**src/rtl/pmod_dac_pkg.sv**
```systemverilog
// Shared definitions for the PMOD DAC serial link (driver and receiver).
// Frame layout: [31:28] unused, [27:24] cmd, [23:20] addr, [19:8] data, [7:0] unused.
package pmod_dac_pkg;

  localparam logic [3:0] CMD_WR_IN      = 4'h0;
  localparam logic [3:0] CMD_UPD        = 4'h1;
  localparam logic [3:0] CMD_WR_UPD_ALL = 4'h2;
  localparam logic [3:0] CMD_WR_UPD     = 4'h3;
  localparam logic [3:0] ADDR_ALL       = 4'hF;

  localparam int FIELD_W  = 4;
  localparam int CMD_LSB  = 24;
  localparam int ADDR_LSB = 20;
  localparam int DATA_LSB = 8;

  typedef enum logic [1:0] {
    ST_IDLE,
    ST_SHIFT,
    ST_DECODE,
    ST_ERR
  } rx_state_t;

endpackage

```
**src/rtl/pmod_dac_spi_receiver_if.sv**
```systemverilog
// PMOD DAC pin bundle; the driver owns the pins, the receiver observes them.
interface pmod_dac_spi_receiver_if;
  logic dac_cs_n;
  logic dac_sclk;
  logic dac_din;
  logic dac_ldac_n;

  modport master (output dac_cs_n, output dac_sclk, output dac_din, output dac_ldac_n);
  modport slave  (input  dac_cs_n, input  dac_sclk, input  dac_din, input  dac_ldac_n);
endinterface

```
**src/rtl/pmod_sync_edge.sv**
```systemverilog
// Two-flop synchroniser for an asynchronous pin, with rise/fall pulses taken
// from the synchronised value (edge visible 2 clk after the pin moves).
module pmod_sync_edge #(
  parameter logic INIT = 1'b0
) (
  input  logic clk,
  input  logic rst,
  input  logic pin,
  output logic level,
  output logic rise,
  output logic fall
);

  logic meta;
  logic sync;
  logic prev;

  always_ff @(posedge clk) begin
    if (!rst) begin
      meta <= INIT;
      sync <= INIT;
      prev <= INIT;
    end else begin
      meta <= pin;
      sync <= meta;
      prev <= sync;
    end
  end

  assign level = sync;
  assign rise  = sync & ~prev;
  assign fall  = ~sync & prev;

endmodule

```
**src/rtl/pmod_dac_spi_receiver.sv**
```systemverilog
// Receiver/mirror for the PMOD DAC serial link: deserialises 32-bit frames and
// keeps input/DAC registers. Optional LDAC support under PMOD_DAC_RX_LDAC_EN.
//
// state     | meaning
// ----------+------------------------------------------------------------
// ST_IDLE   | waiting for cs_n falling edge
// ST_SHIFT  | shifting din on sclk falling edges until cs_n rises
// ST_DECODE | one cycle: execute command, pulse frame_valid
// ST_ERR    | one cycle: bad bit count, pulse frame_error, set sticky flag
module pmod_dac_spi_receiver
  import pmod_dac_pkg::*;
#(
  parameter int NUM_CH     = 8,
  parameter int DATA_W     = 12,
  parameter int FRAME_BITS = 32
) (
  input  logic                     clk,
  input  logic                     rst,
  pmod_dac_spi_receiver_if.slave   pins,
  output logic                     frame_valid,
  output logic [3:0]               frame_cmd,
  output logic [3:0]               frame_addr,
  output logic [DATA_W-1:0]        frame_data,
  output logic                     frame_error,
  output logic [NUM_CH*DATA_W-1:0] dac_values,
  output logic [3:0]               leds
);

  localparam int CNT_W = $clog2(FRAME_BITS + 2);
  localparam logic [CNT_W-1:0] CNT_FULL = CNT_W'(FRAME_BITS);
  localparam logic [CNT_W-1:0] CNT_SAT  = CNT_W'(FRAME_BITS + 1);

  logic cs_lvl, cs_rise, cs_fall;
  logic sclk_lvl, sclk_rise, sclk_fall;
  logic din_lvl, din_rise, din_fall;
  logic ldac_lvl, ldac_rise, ldac_fall;

  pmod_sync_edge #(.INIT(1'b1)) u_sync_cs (
    .clk(clk), .rst(rst), .pin(pins.dac_cs_n),
    .level(cs_lvl), .rise(cs_rise), .fall(cs_fall));
  pmod_sync_edge #(.INIT(1'b1)) u_sync_sclk (
    .clk(clk), .rst(rst), .pin(pins.dac_sclk),
    .level(sclk_lvl), .rise(sclk_rise), .fall(sclk_fall));
  pmod_sync_edge #(.INIT(1'b0)) u_sync_din (
    .clk(clk), .rst(rst), .pin(pins.dac_din),
    .level(din_lvl), .rise(din_rise), .fall(din_fall));
  pmod_sync_edge #(.INIT(1'b1)) u_sync_ldac (
    .clk(clk), .rst(rst), .pin(pins.dac_ldac_n),
    .level(ldac_lvl), .rise(ldac_rise), .fall(ldac_fall));

  rx_state_t               state;
  logic [CNT_W-1:0]        bit_cnt;
  logic [FRAME_BITS-1:0]   sr;
  logic                    sticky_error;
  logic                    valid_tog;
  logic                    ldac_seen;
  logic [DATA_W-1:0]       in_reg  [NUM_CH];
  logic [DATA_W-1:0]       dac_reg [NUM_CH];
  logic [DATA_W-1:0]       in_nxt  [NUM_CH];
  logic [DATA_W-1:0]       dac_nxt [NUM_CH];

  logic [3:0]        fr_cmd;
  logic [3:0]        fr_addr;
  logic [DATA_W-1:0] fr_data;
  logic              addr_ok;
  logic              sel;

  assign fr_cmd  = sr[CMD_LSB +: FIELD_W];
  assign fr_addr = sr[ADDR_LSB +: FIELD_W];
  assign fr_data = sr[DATA_LSB +: DATA_W];
  assign addr_ok = (fr_addr == ADDR_ALL) || (int'(fr_addr) < NUM_CH);

  // Command effect first, then LDAC copy, so a coincident LDAC sees the new input.
  always_comb begin
    in_nxt  = in_reg;
    dac_nxt = dac_reg;
    sel     = 1'b0;
    if (state == ST_DECODE && addr_ok) begin
      for (int ch = 0; ch < NUM_CH; ch++) begin
        sel = (fr_addr == ADDR_ALL) || (int'(fr_addr) == ch);
        if (sel) begin
          case (fr_cmd)
            CMD_WR_IN, CMD_WR_UPD_ALL: in_nxt[ch] = fr_data;
            CMD_UPD:                   dac_nxt[ch] = in_reg[ch];
            CMD_WR_UPD: begin
              in_nxt[ch]  = fr_data;
              dac_nxt[ch] = fr_data;
            end
            default: ;
          endcase
        end
      end
      if (fr_cmd == CMD_WR_UPD_ALL) begin
        for (int ch = 0; ch < NUM_CH; ch++) dac_nxt[ch] = in_nxt[ch];
      end
    end
`ifdef PMOD_DAC_RX_LDAC_EN
    if (ldac_fall) begin
      for (int ch = 0; ch < NUM_CH; ch++) dac_nxt[ch] = in_nxt[ch];
    end
`endif
  end

  always_ff @(posedge clk) begin
    if (!rst) begin
      state        <= ST_IDLE;
      bit_cnt      <= '0;
      sr           <= '0;
      frame_valid  <= 1'b0;
      frame_error  <= 1'b0;
      frame_cmd    <= '0;
      frame_addr   <= '0;
      frame_data   <= '0;
      sticky_error <= 1'b0;
      valid_tog    <= 1'b0;
      for (int ch = 0; ch < NUM_CH; ch++) begin
        in_reg[ch]  <= '0;
        dac_reg[ch] <= '0;
      end
    end else begin
      frame_valid <= 1'b0;
      frame_error <= 1'b0;
      in_reg      <= in_nxt;
      dac_reg     <= dac_nxt;
      case (state)
        ST_IDLE: begin
          if (cs_fall) begin
            state   <= ST_SHIFT;
            bit_cnt <= '0;
            sr      <= '0;
          end
        end
        ST_SHIFT: begin
          if (cs_rise) begin
            state <= (bit_cnt == CNT_FULL) ? ST_DECODE : ST_ERR;
          end else if (sclk_fall) begin
            sr <= {sr[FRAME_BITS-2:0], din_lvl};
            if (bit_cnt != CNT_SAT) bit_cnt <= bit_cnt + 1'b1;
          end
        end
        ST_DECODE, ST_ERR: begin
          if (state == ST_DECODE) begin
            frame_valid <= 1'b1;
            frame_cmd   <= fr_cmd;
            frame_addr  <= fr_addr;
            frame_data  <= fr_data;
            valid_tog   <= ~valid_tog;
          end else begin
            frame_error  <= 1'b1;
            sticky_error <= 1'b1;
          end
          // A new frame may already be starting in this same cycle.
          if (cs_fall) begin
            state   <= ST_SHIFT;
            bit_cnt <= '0;
            sr      <= '0;
          end else begin
            state <= ST_IDLE;
          end
        end
        default: state <= ST_IDLE;
      endcase
    end
  end

`ifdef PMOD_DAC_RX_LDAC_EN
  always_ff @(posedge clk) begin
    if (!rst)           ldac_seen <= 1'b0;
    else if (ldac_fall) ldac_seen <= 1'b1;
  end
`else
  assign ldac_seen = 1'b0;
`endif

  always_comb begin
    dac_values = '0;
    for (int ch = 0; ch < NUM_CH; ch++) dac_values[ch*DATA_W +: DATA_W] = dac_reg[ch];
  end

  assign leds = {sticky_error, valid_tog, ~cs_lvl, ldac_seen};

  logic unused_sig;
  assign unused_sig = ^{sclk_lvl, sclk_rise, din_rise, din_fall, ldac_lvl, ldac_rise, ldac_fall,
                        sr[FRAME_BITS-1 -: FIELD_W], sr[DATA_LSB-1:0]};

endmodule

```
**src/flat_wrapper.sv**
```systemverilog
// flat-port wrapper written by rule: the top's interface ports become plain ports
module pmod_dac_spi_receiver_flat import pmod_dac_pkg::*;
#(
  parameter int NUM_CH     = 8,
  parameter int DATA_W     = 12,
  parameter int FRAME_BITS = 32
)
  (clk, rst, frame_valid, frame_cmd, frame_addr, frame_data, frame_error, dac_values, leds, pins_dac_cs_n, pins_dac_sclk, pins_dac_din, pins_dac_ldac_n);
  pmod_dac_spi_receiver_if pins_i ();
  input  logic clk;
  input  logic rst;
  output logic frame_valid;
  output logic [3:0] frame_cmd;
  output logic [3:0] frame_addr;
  output logic [DATA_W-1:0] frame_data;
  output logic frame_error;
  output logic [NUM_CH*DATA_W-1:0] dac_values;
  output logic [3:0] leds;
  input wire logic [$bits(pins_i.dac_cs_n)-1:0] pins_dac_cs_n;
  input wire logic [$bits(pins_i.dac_sclk)-1:0] pins_dac_sclk;
  input wire logic [$bits(pins_i.dac_din)-1:0] pins_dac_din;
  input wire logic [$bits(pins_i.dac_ldac_n)-1:0] pins_dac_ldac_n;
  assign pins_i.dac_cs_n = pins_dac_cs_n;
  assign pins_i.dac_sclk = pins_dac_sclk;
  assign pins_i.dac_din = pins_dac_din;
  assign pins_i.dac_ldac_n = pins_dac_ldac_n;
  pmod_dac_spi_receiver #(.NUM_CH(NUM_CH), .DATA_W(DATA_W), .FRAME_BITS(FRAME_BITS)) u_core (.clk(clk), .rst(rst), .pins(pins_i), .frame_valid(frame_valid), .frame_cmd(frame_cmd), .frame_addr(frame_addr), .frame_data(frame_data), .frame_error(frame_error), .dac_values(dac_values), .leds(leds));
endmodule
```
**config.mk**
```make
export PLATFORM = sky130hd
export DESIGN_NAME = pmod_dac_spi_receiver_flat
export DESIGN_NICKNAME = d
export VERILOG_FILES = /design/src/rtl/pmod_dac_pkg.sv /design/src/rtl/pmod_dac_spi_receiver_if.sv /design/src/rtl/pmod_sync_edge.sv /design/src/rtl/pmod_dac_spi_receiver.sv /design/src/flat_wrapper.sv
export SDC_FILE = /design/constraint.sdc
export NUM_CORES = 1
export LEC_CHECK = 0
export ABC_AREA = 1
export CORE_UTILIZATION = 35
export DETAILED_ROUTE_END_ITERATION = 8
export DONT_BUFFER_PORTS = 1
export SLEW_MARGIN = 20
export SYNTH_ARGS = -nofsm -noshare
export SYNTH_HDL_FRONTEND = slang
export SYNTH_SLANG_ARGS = --single-unit
```
**constraint.sdc**
```tcl
create_clock -name clk -period 1.7 [get_ports clk]
set_input_delay 0.17 -clock clk [delete_from_list [all_inputs] [get_ports clk]]
set_output_delay 0.17 -clock clk [all_outputs]
set_load 0.01 [all_outputs]
```
==> flow_summary.json, run 1 <==
{
  "root_buffer": "clkbuf_16",
  "syn_inst": 2105,
  "place_hpwl_mm": 29.1,
  "cts_inserted_buffers": 31,
  "synth_top_area_share_pct": 38.7,
  "setup_viol": 1,
  "postSynthAreaPerCell_um2": 6.39,
  "layout_common_cells": "nand2_1, nand3_1, inv_1",
  "io_pins": 128,
  "slowest_stage": "dfxtp_2",
  "violations": "hold timing, setup timing",
  "die_h_um": 198,
  "vias_per_cell": 5.23,
  "core-area_um2": 37800,
  "yosys.area.top_type": "dfxtp_1",
  "reg2reg_to": "u_core.dac_values[59]$_SDFFE_PN0P_",
  "drtPass1Iterations": 8,
  "clkTransAtPathRegs_ns": 0.06,
  "max_freq_mhz": 587,
  "rrSetupSlack_ns": -0.003,
  "drtAntennaViolNets": 0,
  "crit_fanout": 8,
  "syn_area_um2": 13500,
  "groute.usage.overall_pct": 22.8,
  "top_layer": "met4",
  "grt_pass1_wl_mm": 70.0,
  "dr_wl_met2_mm": 21.7,
  "ir_drop_mv": 0.764,
  "layout-drive-gt1-share_pct": 12.1,
  "die_area_um2": 39200,
  "max_cap_viol_count": 0,
  "worstPathRequired_ns": 2.21,
  "clk_latency_ns": 0.59,
  "worst_hold_slack_ns": -0.266,
  "num_rows": 71,
  "final_common_cell": "nand2_1",
  "placed_area_um2": 14700,
  "grt_max_degree": 145,
  "worstPathArrival_ns": 2.22,
  "htreeDepth": 1,
  "fin_skew_ns": 0.0136,
  "crit_start": "u_core.sr[26]$_SDFFE_PN0P_",
  "crit_path_frequent_cell": "buf_12",
  "remaining_drc_errors": 0,
  "clk_path_buf_depth": 3,
  "yosys-top-cells-area": "dfxtp_1, nand2_1, nand3_1, inv_1, a21oi_1",
  "synthesis.yosys.warnings": 0,
  "fin_cells": 2692,
  "syn_to_final_growth_pct": 22.6,
  "syn-num-nets": 2114,
  "min_period_over_period_pct": 100,
  "hold_buffers": 9,
  "start_kind": "register",
  "hp-class": "input port to register",
  "grt_pass1_vias": 12478,
  "clock_sinks": 260,
  "ys_seq_area_share_pct": 38.7,
  "antenna_cells": 0,
  "place_inst": 2606,
  "fin_crit_ns": 1.70,
  "vias": 14082,
  "r2r_cells": 10,
  "start_util_pct": 35.6,
  "path_class": "register to register",
  "pre_cts_ws_ns": -0.0192,
  "cp_cell_sequence": "nor2_4 > o21ai_2 > nor2_8 > buf_12 > nand2_4 > buf_12 > buf_4 > nor2_1 > nand2_1 > a21oi_1",
  "gp_congestion": 0.857,
  "rsz0062_at_grt": "true",
  "crit_path_end": "u_core.dac_values[59]$_SDFFE_PN0P_",
  "slew_viol_final": 0,
  "avgRoutedWirePerCell_um": 17.6,
  "wirelength_met1_mm": 19.7,
  "finalWirelength_mm": 47.4,
  "fillerInstances": 3824,
  "fin_area_um2": 16500,
  "fin_nets": 2166,
  "port_buffers": 0,
  "yosysUniqueCellTypes": 33,
  "grt_overflow": 0,
  "outcome": "finished with violations",
  "slowest_delay_ns": 0.33,
  "cp-end-kind": "register",
  "ys_seq_elements": 260,
  "hold_viol": 135,
  "r2r-start": "u_core.sr[26]$_SDFFE_PN0P_",
  "power_density_nw_per_um2": 906,
  "leakage_nw": 7.46,
  "dr_wl_met3_mm": 4.19,
  "tritoncts": "built",
  "worst_slack_ns": -0.00286,
  "fp.dieW_um": 198,
  "antenna_found_initial": 0,
  "drtIter0Drc": 1460
}
## repair_timing
item | CTS | global route
hold endpoints to repair | 145 | 137
pin swaps | 0 | 12
setup endpoints to repair | 2 | 192
gates cloned | 0 | 14
setup buffers | 0 | 6
resized for setup | 1 | 84
## cells by family (layout without fill, tap and decap cells)
group | after synthesis | in the layout | share of synthesized area, %
AND/OR/NAND/NOR | 1090 | 1092 | 33.9
other | 1 | 1 | 0.0279
XOR/XNOR | 2 | 2 | 0.130
buffers and inverters | 413 | 487 | 12.7
flip-flops | 260 | 260 | 38.7
AO/OA/AOI/OAI | 336 | 336 | 14.2
adder cells (fa/ha/maj) | 3 | 3 | 0.279
## where the power goes
group	total, mW	switching [mW]	internal [mW]	leakage, nW
Combinational	1.87	1.16	0.705	4.86
Sequential	6.25	0.0802	6.17	2.10
Clock	6.82	2.79	4.02	0.504
Total	14.9	4.04	10.9	7.46
## worst max-delay path, delay by kind of cell, from the launching register on
family                 cells  cell delay [ns]
flip-flops                 1             0.33
buffers and inverters      3             0.44
AND/OR/NAND/NOR            5             0.59
AO/OA/AOI/OAI              2             0.25
## per-layer routing
layer,GRT usage [%],up-vias
met5,0,-
met4,9.68,0
met3,3.76,108
met2,37.1,603
met1,29.6,6531
li1,-,6840
## layout make-up
type	instances	area (um2)	share of cell area [%]
inverters	279	1060	6.43
clock inverters	15	173	1.05
flip-flops and latches	260	5210	31.6
well taps	511	639	3.88
multi-input cells	1434	6710	40.7
repair buffers	151	1820	11.1
clock buffers	42	867	5.26
## worst min path at each step
stage | slack (ns) | endpoint | depth (start not counted) | start
finish | -0.27 | u_core.dac_values[91]$_SDFFE_PN0P_ | 2 | rst
global route | -0.28 | u_core.dac_values[95]$_SDFFE_PN0P_ | 2 | rst
CTS | -0.30 | u_core.dac_values[93]$_SDFFE_PN0P_ | 2 | rst
detailed placement | 0.27 | u_core.u_sync_cs.prev$_SDFF_PN1_ | 1 | rst
global placement | 0.27 | u_core.u_sync_sclk.prev$_SDFF_PN1_ | 1 | rst
floorplan | 0.27 | u_core.u_sync_din.meta$_SDFF_PN0_ | 2 | pins_dac_din
## cells in the mapped netlist
| cell type | instances |
|---|---|
| buf_2 | 51 |
| nor3_1 | 1 |
| buf_4 | 12 |
| nand4_1 | 2 |
| dfxtp_1 | 260 |
| inv_1 | 274 |
| or2_2 | 4 |
| nor2_4 | 1 |
| nand2_2 | 3 |
| clkinv_1 | 2 |
| nand2_1 | 683 |
| nand3_1 | 285 |
| inv_2 | 3 |
| ha_1 | 3 |
| clkbuf_2 | 1 |
| conb_1 | 1 |
| buf_6 | 7 |
| xor2_1 | 2 |
| o21ai_2 | 1 |
| clkbuf_1 | 59 |
| o211ai_1 | 88 |
| nand2_4 | 7 |
| buf_1 | 4 |
| o22ai_1 | 1 |
| o21ai_0 | 87 |
| o21ai_1 | 1 |
| nor2_1 | 100 |
| nand3_2 | 1 |
| a211oi_1 | 2 |
| a21oi_1 | 154 |
| a31oi_1 | 2 |
| nor2_8 | 1 |
| nor2_2 | 2 |
## metrics by stage
stage	utilization [%]	hold WS [ns]	setup TNS (ns)	total power, mW
finish	43.7	-0.266	-0.00286	14.9
global route	43.7	-0.278	-2.63	15.5
CTS	42.0	-0.303	-0.00469	14.7
detailed placement	39.0	0.267	-0.0192	7.91
global placement	39.0	0.266	-0.0246	7.90
floorplan	-	0.268	0	7.31
No activity file was read; power rests on OpenSTA's default activity.
==> run 2, diff against run 1 <==
--- a/config.mk
+++ b/config.mk
@@ -6,9 +6,11 @@
 export NUM_CORES = 1
 export LEC_CHECK = 0
 export ABC_AREA = 1
-export CORE_UTILIZATION = 35
+export CORE_UTILIZATION = 64
+export CTS_CLUSTER_DIAMETER = 120
 export DETAILED_ROUTE_END_ITERATION = 8
 export DONT_BUFFER_PORTS = 1
+export PLACE_DENSITY = 0.8
 export SLEW_MARGIN = 20
 export SYNTH_ARGS = -nofsm -noshare
 export SYNTH_HDL_FRONTEND = slang
==> flow_summary.json, run 2 (synthesis results as in run 1) <==
{
  "outcome": "finished with violations",
  "violations": "hold timing",
  "antenna_found_initial": 0,
  "setup_viol": 0,
  "worstPathRequired_ns": 2.17,
  "vias_per_cell": 5.77,
  "p_switching_mw": 3.74,
  "layout_common_cells": "nand2_1, nand3_1, inv_1",
  "groute.usage.overall_pct": 36.7,
  "worst_slack_ns": 0.0213,
  "start_util_pct": 65.8,
  "gp_congestion": 0.884,
  "p_sw_share_pct": 25.6,
  "drtIter0Drc": 1459,
  "fillerInstances": 1598,
  "layout-drive-gt1-share_pct": 10.2,
  "root_buffer": "clkbuf_16",
  "fin_setup_tns_ns": 0,
  "core-area_um2": 20400,
  "power_frac_seq_pct": 42.8,
  "pwr-share-comb_pct": 11.2,
  "clock_sinks": 260,
  "grt_max_degree": 145,
  "remaining_drc_errors": 0,
  "hold_viol": 137,
  "cell_internal_pwr_mw": 10.8,
  "drtAntennaViolNets": 0,
  "die_area_um2": 21600,
  "vias": 13976,
  "max_cap_viol_count": 0,
  "final_common_cell": "nand2_1",
  "hp-class": "input port to register",
  "worst_hold_slack_ns": -0.238,
  "pre_cts_ws_ns": -0.0334,
  "htreeDepth": 1,
  "fin_skew_ns": 0.0133,
  "drtPass1Iterations": 6,
  "worstPathArrival_ns": 2.15,
  "ir_drop_mv": 0.852,
  "clk_latency_ns": 0.55,
  "place_hpwl_mm": 25.2,
  "power_density_nw_per_um2": 934,
  "cp-end-kind": "register",
  "max_freq_mhz": 596,
  "syn_to_final_growth_pct": 16.1,
  "pwr-share-clk_pct": 46.0,
  "place_inst": 2350,
  "start_kind": "register",
  "num_rows": 52,
  "fin_crit_ns": 1.68,
  "tritoncts": "built",
  "fin_total_pwr_mw": 14.6,
  "fp.dieW_um": 147,
  "hold_buffers": 9,
  "grt_overflow": 0,
  "finalWirelength_mm": 41.2,
  "fin_nets": 2138,
  "rsz0062_at_grt": "true",
  "port_buffers": 0,
  "crit_fanout": 16,
  "path_class": "register to register",
  "clkTransAtPathRegs_ns": 0.06,
  "die_h_um": 147,
  "avgRoutedWirePerCell_um": 17.0,
  "grt_pass1_vias": 12586,
  "slew_viol_final": 0,
  "min_period_over_period_pct": 98.7,
  "antenna_cells": 0,
  "r2r_cells": 9,
  "io_pins": 128,
  "cts_inserted_buffers": 28,
  "clk_path_buf_depth": 3,
  "grt_pass1_wl_mm": 63.7,
  "hold_path_depth": 2,
  "leakage_nw": 7.15,
  "fin_cells": 2421
}
==> run 2: changes by cell type in the layout (fill, tap and decap cells not counted), sizes merged <==
cell / change
bufinv: +3
inv: -2
buf: -15
clkinvlp: +4
clkinv: -2
clkbuf: -18
==> run 2: worst max-delay path, stage by stage, from the launching register on <==
cell	delay, ns
dfxtp_1	0.33
buf_4	0.14
inv_1	0.06
nor2_1	0.15
nand2_1	0.16
nand3_1	0.23
nand2_8	0.15
nor2_1	0.14
nand2_2	0.09
a21oi_1	0.14
==> run 2: timing repair <==
item / 4_1_cts / 5_1_grt
hold endpoints to repair: 145 / 137
cloned: 0 / 6
resized for setup: 6 / 52
setup buffers: 0 / 4
setup endpoints to repair: 29 / 127
pin swaps: 0 / 3
==> run 2: power groups by stage <==
stage	combinational, mW	sequential (mW)	clock, mW
2_1_floorplan	0.962	6.35	0
3_3_place_gp	1.44	6.37	0
3_5_place_dp	1.46	6.37	0
4_1_cts	1.49	6.24	6.72
5_1_grt	1.75	6.25	7.01
6_report	1.63	6.25	6.70
==> run 2: routing by layer <==
metal / wire, um / GRT usage, %
met1: 15900 / 45.4
met5: 0 / 0
met3: 4320 / 7.67
met2: 18400 / 59.1
met4: 2550 / 22.0
==> run 2: cell type report <==
type	count	area (um2)	area share [%]
multi-input cells	1434	6690	42.8
repair inverters	1	5.00	0.0320
well taps	270	338	2.16
clock buffers	35	768	4.92
repair buffers	125	1300	8.32
inverters	279	1050	6.75
clock inverters	17	251	1.61
flip-flops and latches	260	5210	33.4
==> run 2: stage by stage <==
| step | area, um2 | utilization [%] |
|---|---|---|
| 6_report | 15600 | 76.4 |
| 5_1_grt | 15600 | 76.4 |
| 4_1_cts | 15300 | 75.1 |
| 3_5_place_dp | 14200 | 69.6 |
| 3_3_place_gp | 14200 | 69.6 |
| 2_1_floorplan | 13500 | - |
==> run 2: final timing paths <==
path / startpoint / endpoint / slack [ns]
worst max-delay path: u_core.sr[21]$_SDFFE_PN0P_ / u_core.dac_values[72]$_SDFFE_PN0P_ / 0.02
worst min-delay path: rst / u_core.dac_values[84]$_SDFFE_PN0P_ / -0.24
worst max register to register: u_core.sr[21]$_SDFFE_PN0P_ / u_core.dac_values[72]$_SDFFE_PN0P_ / 0.02
worst min register to register: u_core.u_sync_cs.meta$_SDFF_PN1_ / u_core.u_sync_cs.level$_SDFF_PN1_ / 0.42
